$ cat config.mk
export PLATFORM = sky130hd
export DESIGN_NAME = icache_assoc_flat
export DESIGN_NICKNAME = d
export VERILOG_FILES = /design/src/rtl/icache_assoc_if.sv /design/src/rtl/icache_assoc.sv /design/src/flat_wrapper.sv
export SDC_FILE = /design/constraint.sdc
export NUM_CORES = 2
export LEC_CHECK = 0
export CAP_MARGIN = 20
export CORE_MARGIN = 4
export CORE_UTILIZATION = 59
export CTS_CLUSTER_DIAMETER = 60
export DETAILED_ROUTE_END_ITERATION = 7
export MAX_ROUTING_LAYER = met4
export PLACE_DENSITY = 0.76
export SYNTH_ARGS = -nofsm -noshare
export SYNTH_HDL_FRONTEND = slang
export SYNTH_SLANG_ARGS = --single-unit
$ cat constraint.sdc
create_clock -name CLK -period 7.5 [get_ports CLK]
set_input_delay 1.5 -clock CLK [delete_from_list [all_inputs] [get_ports CLK]]
set_output_delay 1.5 -clock CLK [all_outputs]
set_load 0.03 [all_outputs]
$ cat src/rtl/icache_assoc_if.sv
// Fetch-side and memory-side signals of the set-associative instruction cache.
// The slave modport is the cache's view; the master modport is the environment's view.
interface icache_assoc_if;
  logic        imemREN;
  logic [31:0] imemaddr;
  logic        ihit;
  logic [31:0] imemload;
  logic        flush;
  logic        flush_done;
  logic        iREN;
  logic [31:0] iaddr;
  logic        iwait;
  logic [31:0] iload;

  modport slave (
    input  imemREN, imemaddr, flush, iwait, iload,
    output ihit, imemload, flush_done, iREN, iaddr
  );

  modport master (
    output imemREN, imemaddr, flush, iwait, iload,
    input  ihit, imemload, flush_done, iREN, iaddr
  );
endinterface

$ cat src/rtl/icache_assoc.sv
// Set-associative instruction cache: zero-latency hits, sequential block fill,
// per-set round-robin replacement and a one-set-per-cycle flush.
module icache_assoc #(
  parameter int NSETS    = 8,
  parameter int NWAYS    = 2,
  parameter int BLKWORDS = 2
) (
  input  logic           CLK,
  input  logic           nRST,
  icache_assoc_if.slave  cif
);
  localparam int OB  = $clog2(BLKWORDS);
  localparam int IB  = $clog2(NSETS);
  localparam int WB  = $clog2(NWAYS);
  localparam int OBW = (OB > 0) ? OB : 1;
  localparam int WBW = (WB > 0) ? WB : 1;
  localparam int TB  = 32 - 2 - OB - IB;

  typedef enum logic [1:0] {LOOKUP, FILL, FLUSH} state_t;

  state_t           state_q;
  logic [OBW-1:0]   fcnt_q;
  logic [IB-1:0]    scnt_q;
  logic             pend_q;
  logic [TB-1:0]    ftag_q;
  logic [IB-1:0]    fidx_q;
  logic [WBW-1:0]   victim_q;
  logic             use_rr_q;

  logic [NWAYS-1:0] valid_q [NSETS];
  logic [WBW-1:0]   rr_q    [NSETS];
  logic [TB-1:0]    tag_q   [NSETS][NWAYS];
  logic [31:0]      data_q  [NSETS][NWAYS][BLKWORDS];

  logic [OBW-1:0]   req_off;
  logic [IB-1:0]    req_idx;
  logic [TB-1:0]    req_tag;
  logic [NWAYS-1:0] way_hit;
  logic             hit_any;
  logic [WBW-1:0]   hit_way;
  logic             inv_found;
  logic [WBW-1:0]   inv_way;
  logic [WBW-1:0]   vict_way;
  logic             lookup_hit;
  logic             fill_last;
  logic             unused_addr_bits;

  assign req_idx          = cif.imemaddr[2+OB +: IB];
  assign req_tag          = cif.imemaddr[2+OB+IB +: TB];
  assign unused_addr_bits = ^cif.imemaddr[1:0];

  generate
    if (OB > 0) begin : g_off
      assign req_off = cif.imemaddr[2 +: OBW];
    end else begin : g_no_off
      assign req_off = '0;
    end
  endgenerate

  genvar gi;
  generate
    for (gi = 0; gi < NWAYS; gi++) begin : g_way_cmp
      assign way_hit[gi] = valid_q[req_idx][gi] && (tag_q[req_idx][gi] == req_tag);
    end
  endgenerate

  // Downward scan so the lowest-index invalid way wins the victim choice.
  always_comb begin
    hit_any   = 1'b0;
    hit_way   = '0;
    inv_found = 1'b0;
    inv_way   = '0;
    for (int w = 0; w < NWAYS; w++) begin
      if (way_hit[w]) begin
        hit_any = 1'b1;
        hit_way = WBW'(w);
      end
    end
    for (int w = NWAYS - 1; w >= 0; w--) begin
      if (!valid_q[req_idx][w]) begin
        inv_found = 1'b1;
        inv_way   = WBW'(w);
      end
    end
  end

  assign vict_way   = inv_found ? inv_way : rr_q[req_idx];
  assign lookup_hit = (state_q == LOOKUP) && cif.imemREN && hit_any;
  assign fill_last  = (state_q == FILL) && !cif.iwait && (fcnt_q == OBW'(BLKWORDS - 1));

  assign cif.ihit       = lookup_hit;
  assign cif.imemload   = lookup_hit ? data_q[req_idx][hit_way][req_off] : 32'h0;
  assign cif.iREN       = (state_q == FILL);
  assign cif.iaddr      = (state_q == FILL)
                        ? ({ftag_q, fidx_q, {(OB+2){1'b0}}} | (32'(fcnt_q) << 2))
                        : 32'h0;
  assign cif.flush_done = (state_q == FLUSH) && (scnt_q == IB'(NSETS - 1));

  always_ff @(posedge CLK or negedge nRST) begin
    if (!nRST) begin
      state_q  <= LOOKUP;
      fcnt_q   <= '0;
      scnt_q   <= '0;
      pend_q   <= 1'b0;
      ftag_q   <= '0;
      fidx_q   <= '0;
      victim_q <= '0;
      use_rr_q <= 1'b0;
      for (int s = 0; s < NSETS; s++) begin
        valid_q[s] <= '0;
        rr_q[s]    <= '0;
      end
    end else begin
      case (state_q)
        LOOKUP: begin
          if (cif.flush) begin
            state_q <= FLUSH;
            scnt_q  <= '0;
          end else if (cif.imemREN && !hit_any) begin
            ftag_q   <= req_tag;
            fidx_q   <= req_idx;
            victim_q <= vict_way;
            use_rr_q <= !inv_found;
            fcnt_q   <= '0;
            // Invalidate up front so a half-written block can never hit.
            valid_q[req_idx][vict_way] <= 1'b0;
            state_q  <= FILL;
          end
        end
        FILL: begin
          if (cif.flush) pend_q <= 1'b1;
          if (!cif.iwait) fcnt_q <= fcnt_q + OBW'(1);
          if (fill_last) begin
            fcnt_q <= '0;
            valid_q[fidx_q][victim_q] <= 1'b1;
            if (use_rr_q && (NWAYS > 1)) rr_q[fidx_q] <= rr_q[fidx_q] + WBW'(1);
            if (pend_q || cif.flush) begin
              state_q <= FLUSH;
              scnt_q  <= '0;
              pend_q  <= 1'b0;
            end else begin
              state_q <= LOOKUP;
            end
          end
        end
        FLUSH: begin
          valid_q[scnt_q] <= '0;
          rr_q[scnt_q]    <= '0;
          if (scnt_q == IB'(NSETS - 1)) begin
            scnt_q  <= '0;
            state_q <= LOOKUP;
          end else begin
            scnt_q <= scnt_q + IB'(1);
          end
        end
        default: state_q <= LOOKUP;
      endcase
    end
  end

  // Tags and data carry no reset; the valid bits guard them.
  always_ff @(posedge CLK) begin
    if ((state_q == FILL) && !cif.iwait) data_q[fidx_q][victim_q][fcnt_q] <= cif.iload;
    if (fill_last) tag_q[fidx_q][victim_q] <= ftag_q;
  end
endmodule

$ cat src/flat_wrapper.sv
// flat-port wrapper written by rule: the top's interface ports become plain ports
module icache_assoc_flat 
#(
  parameter int NSETS    = 8,
  parameter int NWAYS    = 2,
  parameter int BLKWORDS = 2
)
  (CLK, nRST, cif_imemREN, cif_imemaddr, cif_flush, cif_iwait, cif_iload, cif_ihit, cif_imemload, cif_flush_done, cif_iREN, cif_iaddr);
  icache_assoc_if cif_i ();
  input  logic CLK;
  input  logic nRST;
  input wire logic [$bits(cif_i.imemREN)-1:0] cif_imemREN;
  input wire logic [$bits(cif_i.imemaddr)-1:0] cif_imemaddr;
  input wire logic [$bits(cif_i.flush)-1:0] cif_flush;
  input wire logic [$bits(cif_i.iwait)-1:0] cif_iwait;
  input wire logic [$bits(cif_i.iload)-1:0] cif_iload;
  output wire logic [$bits(cif_i.ihit)-1:0] cif_ihit;
  output wire logic [$bits(cif_i.imemload)-1:0] cif_imemload;
  output wire logic [$bits(cif_i.flush_done)-1:0] cif_flush_done;
  output wire logic [$bits(cif_i.iREN)-1:0] cif_iREN;
  output wire logic [$bits(cif_i.iaddr)-1:0] cif_iaddr;
  assign cif_i.imemREN = cif_imemREN;
  assign cif_i.imemaddr = cif_imemaddr;
  assign cif_i.flush = cif_flush;
  assign cif_i.iwait = cif_iwait;
  assign cif_i.iload = cif_iload;
  assign cif_ihit = cif_i.ihit;
  assign cif_imemload = cif_i.imemload;
  assign cif_flush_done = cif_i.flush_done;
  assign cif_iREN = cif_i.iREN;
  assign cif_iaddr = cif_i.iaddr;
  icache_assoc #(.NSETS(NSETS), .NWAYS(NWAYS), .BLKWORDS(BLKWORDS)) u_core (.CLK(CLK), .nRST(nRST), .cif(cif_i));
endmodule
# Yosys cells after proc, flatten, opt, wreduce, memory -nomap -nowiden
# Memory sizes are Yosys's and may differ from the RTL's.
# Cells that the tools add are included.
# W data, S select, Z words.
[word_totals] ff_bits=62 latchBits=0 mem_bits_rw=1440 mem_bits_ro=0 inputBits=69 output_inout_bits=67 wordCells=179 n_memories=2
[mem_list] name="u_core.data_q" words=8 word_bits=128 read_ports=1 rd_ports_with_merged_regs=0 write_ports=1 line="icache_assoc.sv:33" text="logic [31:0] data_q [NSETS][NWAYS][BLKWORDS];"
[mem_list] name="u_core.tag_q" words=8 word_bits=52 read_ports=1 rd_ports_with_merged_regs=0 write_ports=1 line="icache_assoc.sv:32" text="logic [TB-1:0] tag_q [NSETS][NWAYS];"
[op_classes] addsub=3 n_mul=0 n_div=0 magnitude_cmp=16 eq_ne=14 shift=0 n_mux=75 bitwise=16 n_reduce_logical=29
[ops] operator="$mux W64" count=4
[ops] operator="$mux W32" count=6
[ops] operator="$mux W128" count=1
[ops] operator="$demux W64 S1" count=1
[ops] operator="$eq A26 B26 Y1" count=2
[ops] operator="$mux W52" count=1
[ops] operator="$mux W16" count=3
[ops] operator="$pmux W16 S3" count=1
[ops] operator="$and A16 B16 Y16" count=2
[ops] operator="$demux W32 S1" count=1
[ops] operator="$not A16 Y16" count=2
[ops] operator="$or A32 B3 Y32" count=1
[ops] operator="$demux W26 S1" count=1
[ops] operator="$mux W26" count=1
[ops] operator="$mux W1" count=24
[ops] operator="$mux W2" count=10
[ops] operator="$demux W2 S3" count=3
[ops] operator="$mux W8" count=2
[ops] operator="$or A16 B16 Y16" count=1
[ops] operator="$pmux W8 S2" count=1
[ops] operator="$logic_and A1 B1 Y1" count=15
[ops] operator="$ge A4 B4 Y1 const B" count=3
[ops] operator="$lt A4 B1 Y1 const B" count=3
[ops] operator="$mux W3" count=4
[ops] operator="other kinds (33)" count=60

# Logic depth before layout (Yosys ltp)
[depth] ltp_word=18 mapped_depth=16 mapped_depth_nobuf=9

# Least setup slack after synthesis
# Ideal clock, no wire load.
[synth_timing] path_kind="in2out" startpoint="input port cif_imemaddr[3]" endpoint="output port cif_imemload[20]" t_arrival_ps=4638 required_time_ps=6000 slack_ps=1362 cell_stages=12 path_buffers=4 cell_sequence="buf_6 -> nor2b_4 -> buf_6 -> a32o_1 -> or4_4 -> a2111oi_4 -> nand3_2 -> nor4b_2 -> buf_4 -> buf_12 -> mux4_2 -> nor2_1"
[synth_between] elab_chain_cells=14 word_cells_on_any_way=22 classes_between="eq/ne: 2; mux: 13; bitwise: 2; reduce/logical: 3; memory: 2"
[synth_rtl] item="from (decl)" line="flat_wrapper.sv:13" text="input wire logic [$bits(cif_i.imemaddr)-1:0] cif_imemaddr;"
[synth_rtl] item="parallel branches: the longest is 13 deep, another holds $mem_v2 Z8 W52"
[synth_rtl] item="$mux W32 (*)" line="icache_assoc.sv:92" text="assign cif.imemload = lookup_hit ? data_q[req_idx][hit_way][req_off] : 32'h0;"
[synth_rtl] item="to (decl)" line="flat_wrapper.sv:18" text="output wire logic [$bits(cif_i.imemload)-1:0] cif_imemload;"
# Mark *: on every way between the ends. The select of a mux whose other input is x is not followed.

# Worst setup path after layout
[layout_timing] startpoint="input port cif_imemaddr[4]" endpoint="output port cif_imemload[10]"
# The elaborated chain is that of the path after synthesis.

==> flow_metrics.env <==
export IMPL_synthCells=3288
export IMPL_track_usage_pct=32.2
export IMPL_hold_ws_ns=0.527
export IMPL_root_buffer="clkbuf_16"
export IMPL_clock_skew_ns=0.0346
export IMPL_vias=34800
export IMPL_ir_drop_mv=0.208
export IMPL_synthToLayoutAreaGrowth_pct=14.8
export IMPL_synth_mux_area_share_pct=7.70
export IMPL_cp_endpoint="cif_imemload[10]"
export IMPL_synth_xor_area_share_pct=0.513
export IMPL_htree_levels=4
export IMPL_period_minus_slack_ns=7.35
export IMPL_status="finished clean"
export IMPL_setup_violations=0
export IMPL_overflow=0
export IMPL_setup_tns_ns=0
export IMPL_slew_headroom_pct=17.7
export IMPL_cts_resized_gates=0
export IMPL_switching_share_pct=23.2
export IMPL_cts_clk_slew_worst_paths_ns=0.06
export IMPL_worstSetupEndpointType="primary output"
export IMPL_postCtsHoldBufs=0
export IMPL_gp_congestion=0.851
export IMPL_drive_above_1_share_pct=17.9
export IMPL_r2r_start="u_core.state_q[1]$_DFFE_PN0P_"
export IMPL_synthArstFlopShare_pct=4.13
export IMPL_max_cap_viol_count=0
export IMPL_insertion_delay_ns=0.76
export IMPL_synth_area_um2=58000
export IMPL_port_buffers=131
export IMPL_yosys_area_share_simple_pct=4.74
export IMPL_period_share_pct=98.0
export IMPL_grt_start_max_net_pins=67
export IMPL_cts_setup_buffers=0
export IMPL_cts_buffer_depth=3
export IMPL_synth_ff_type="edfxtp_1"
export IMPL_clkPwrFrac_pct=38.7
export IMPL_drv_slew=0
export IMPL_fp_dieH_um=322
export IMPL_ys_warn_count=0
export IMPL_synth_compound_area_share_pct=7.81
export IMPL_core_um2=97100
export IMPL_reg2reg_depth=5
export IMPL_fillCellCount=5859
export IMPL_startpoint="cif_imemaddr[4]"
export IMPL_stdcell_area_um2=66600
export IMPL_rows=114
export IMPL_syn_area_per_cell_um2=17.6
export IMPL_synth_edf_count=1440
export IMPL_synth_distinct_cells=82
export IMPL_tritoncts="yes"
export IMPL_antenna_found_initial=1
export IMPL_wl_um=163000
export IMPL_timing_fmax_mhz=136
export IMPL_firstDrtPassIters=6
export IMPL_dpl_instance_area_um2=61800
export IMPL_dp_final_hpwl_um=87900
export IMPL_synthAdderAreaFrac_pct=0.0431
export IMPL_seqPwrFrac_pct=54.5
export IMPL_start_util_pct=59.7
export IMPL_postRouteAntennaNets=0
export IMPL_grt_pass1_wl_um=232000
export IMPL_final_net_count=3560
export IMPL_r2r_end="u_core.data_q[3][84]$_DFFE_PP_"
export IMPL_wl_per_cell_um=33.4
export IMPL_arrival_ns=5.85
export IMPL_power_leakage_nw=21.3
export IMPL_synth_seq_cells=1502
export IMPL_cts_buffers=145
export IMPL_finalHoldViolCount=0
export IMPL_critPathLaunchType="input port"
export IMPL_die_area_um2=103000
export IMPL_r2r_slack_ns=3.71
export IMPL_pwr_density_cell_nw_per_um2=277
export IMPL_p_comb_share_pct=6.8
export IMPL_tightest_slew_ns=1.23
export IMPL_critPathKind="in -> out"
export IMPL_hold_class="reg -> reg"
export IMPL_p_int_w=0.0142
export IMPL_p_switching_w=0.00428
export IMPL_drtIter0Drc=5934
export IMPL_path_max_fanout=49
export IMPL_required_ns=6.00
export IMPL_ys_seq_area_share_pct=77.2
export IMPL_first_global_vias=34200
export IMPL_power_w=0.0184
export IMPL_drc=0
export IMPL_die_w_um=322
export IMPL_cts_sinks=1502
export IMPL_pin_count=136
export IMPL_synth_top_family_by_area="compound AO/OA/AOI/OAI gates"
export IMPL_rsz0062_at_grt="no"
export IMPL_vias_per_cell=7.13
## worst min-delay path by stage
stage | start | to | slack, ns | depth (start not counted)
after global routing | u_core.valid_q[14]$_DFFE_PN0P_ | u_core.valid_q[14]$_DFFE_PN0P_ | 0.55 | 2
after detailed placement | u_core.valid_q[9]$_DFFE_PN0P_ | u_core.valid_q[9]$_DFFE_PN0P_ | 0.52 | 2
after CTS | u_core.valid_q[9]$_DFFE_PN0P_ | u_core.valid_q[9]$_DFFE_PN0P_ | 0.52 | 2
after global placement | u_core.pend_q$_DFFE_PN0P_ | u_core.pend_q$_DFFE_PN0P_ | 0.48 | 2
after floorplan | u_core.pend_q$_DFFE_PN0P_ | u_core.pend_q$_DFFE_PN0P_ | 0.46 | 2
final | u_core.valid_q[9]$_DFFE_PN0P_ | u_core.valid_q[9]$_DFFE_PN0P_ | 0.53 | 2
## layout make-up
cell class / count / area [um^2] / share of cell area, %
Antenna cell: 6 / 15.0 / 0.0225
Clock buffer: 184 / 3910 / 5.87
Clock inverter: 75 / 724 / 1.09
Inverter: 16 / 60.1 / 0.0902
Multi-Input combinational cell: 1568 / 12500 / 18.8
Sequential cell: 1502 / 44800 / 67.3
Tap cell: 1276 / 1600 / 2.40
Timing Repair Buffer: 256 / 2990 / 4.48
## routing by layer
| metal | track usage (%) | part of all wire, % | vias up |
|---|---|---|---|
| li1 | - | - | 13900 |
| met4 | 12.7 | 4.2 | 0 |
| met1 | 41.6 | 35 | 17500 |
| met3 | 7.08 | 13 | 490 |
| met5 | - | 0 | - |
| met2 | 50.5 | 48 | 2949 |
## metrics by stage
stage               setup WS [ns]  utilization [%]  cells
floorplan                    1.36                -   3289
global placement            0.365             63.4   4600
detailed placement          0.303             63.6   4611
CTS                         0.290             68.4   4870
global route               0.0414             68.5   4878
finish                      0.148             68.6   4883
## sequential cells by signal, indices dropped and copies added (netlist names)
name	count
u_core.data_q	1024
u_core.fcnt_q	1
u_core.fidx_q	3
u_core.ftag_q	26
u_core.pend_q	1
u_core.rr_q	8
u_core.scnt_q	3
u_core.state_q	2
u_core.tag_q	416
u_core.use_rr_q	1
u_core.valid_q	16
u_core.victim_q	1
## cells in the mapped netlist (4+ instances only)
| library cell | n | area [um^2] |
|---|---|---|
| nand2_1 | 75 | 282 |
| a22oi_1 | 19 | 143 |
| a221oi_1 | 8 | 70.1 |
| dfrtp_1 | 62 | 1550 |
| o221ai_1 | 55 | 482 |
| mux4_2 | 67 | 1510 |
| nand3b_1 | 14 | 105 |
| o211ai_1 | 4 | 30.0 |
| or4_1 | 7 | 52.6 |
| nor2b_1 | 15 | 93.8 |
| nand2b_1 | 14 | 87.6 |
| a211oi_2 | 6 | 75.1 |
| and3_1 | 6 | 37.5 |
| buf_2 | 34 | 170 |
| o22ai_1 | 391 | 2450 |
| mux2_2 | 99 | 1110 |
| nor2_1 | 139 | 522 |
| xnor2_1 | 24 | 210 |
| a21oi_1 | 62 | 310 |
| o21ai_0 | 60 | 300 |
| nor4_1 | 62 | 388 |
| mux2_4 | 26 | 390 |
| buf_4 | 11 | 82.6 |
| a31oi_1 | 5 | 31.3 |
| mux2i_1 | 128 | 1280 |
| nand4_1 | 14 | 87.6 |
| a211oi_1 | 10 | 75.1 |
| or3_1 | 19 | 119 |
| o22a_1 | 23 | 201 |
| buf_1 | 21 | 78.8 |
| nand3_1 | 15 | 75.1 |
| nor3_1 | 79 | 395 |
| a21bo_2 | 4 | 40.0 |
| edfxtp_1 | 1440 | 43200 |
| inv_1 | 13 | 48.8 |
| and2_1 | 39 | 244 |
| xor2_1 | 10 | 87.6 |
| clkbuf_1 | 110 | 413 |
| buf_6 | 24 | 270 |
| mux4_1 | 6 | 158 |
## critical path: stages
cell      delay [ns]
buf_6           0.49
or2_2           0.46
o22ai_1         0.23
o21ai_0         0.28
nand4_1         0.12
or4_1           0.69
nor4b_4         0.49
buf_12          0.24
buf_12          0.33
nor3_1          0.14
a211oi_2        0.61
buf_12          0.20
## cells by family (layout without fill, tap and decap cells)
kind of cell | after synthesis | after routing
flip-flops | 1502 | 1502
AO/OA/AOI/OAI | 682 | 682
AND/OR/NAND/NOR | 521 | 521
multiplexers | 327 | 327
buffers and inverters | 219 | 531
XOR/XNOR | 34 | 34
adder cells (fa/ha/maj) | 2 | 2
other | 1 | 8
## layout by cell type, fill, tap and decap left out, types with 10 or more instances in the layout
master,netlist,routed
nor3_1,79,79
clkbuf_16,0,150
and2_1,39,39
inv_1,13,13
a22oi_1,19,19
mux4_2,67,67
mux2_2,99,99
clkbuf_1,110,31
nor2_4,0,48
o22ai_1,391,391
buf_4,11,96
xnor2_1,24,24
nand3b_1,14,14
clkinv_1,0,26
o21ai_0,60,60
or3_1,19,18
buf_12,2,56
mux2_4,26,26
nand2_1,75,66
nand4_1,14,14
a211oi_1,10,10
edfxtp_1,1440,1440
nor2_1,139,91
o22a_1,23,23
bufinv_16,0,10
clkdlybuf4s50_1,0,93
dfrtp_1,62,62
nor4_1,62,62
clkinv_2,0,18
nand3_1,15,15
nand2b_1,14,14
o221ai_1,55,55
mux2i_1,128,128
a21oi_1,62,62
nor2b_1,15,15
xor2_1,10,10
## power groups by stage
stage               Combinational, W  Sequential, W  Clock (W)
finish                       0.00126         0.0101    0.00714
CTS                          0.00123         0.0100    0.00716
global placement             0.00117         0.0102          0
floorplan                   0.000764         0.0100          0
global route                 0.00132         0.0101    0.00756
detailed placement           0.00121         0.0102          0
Power figures use the tool's default switching activity.
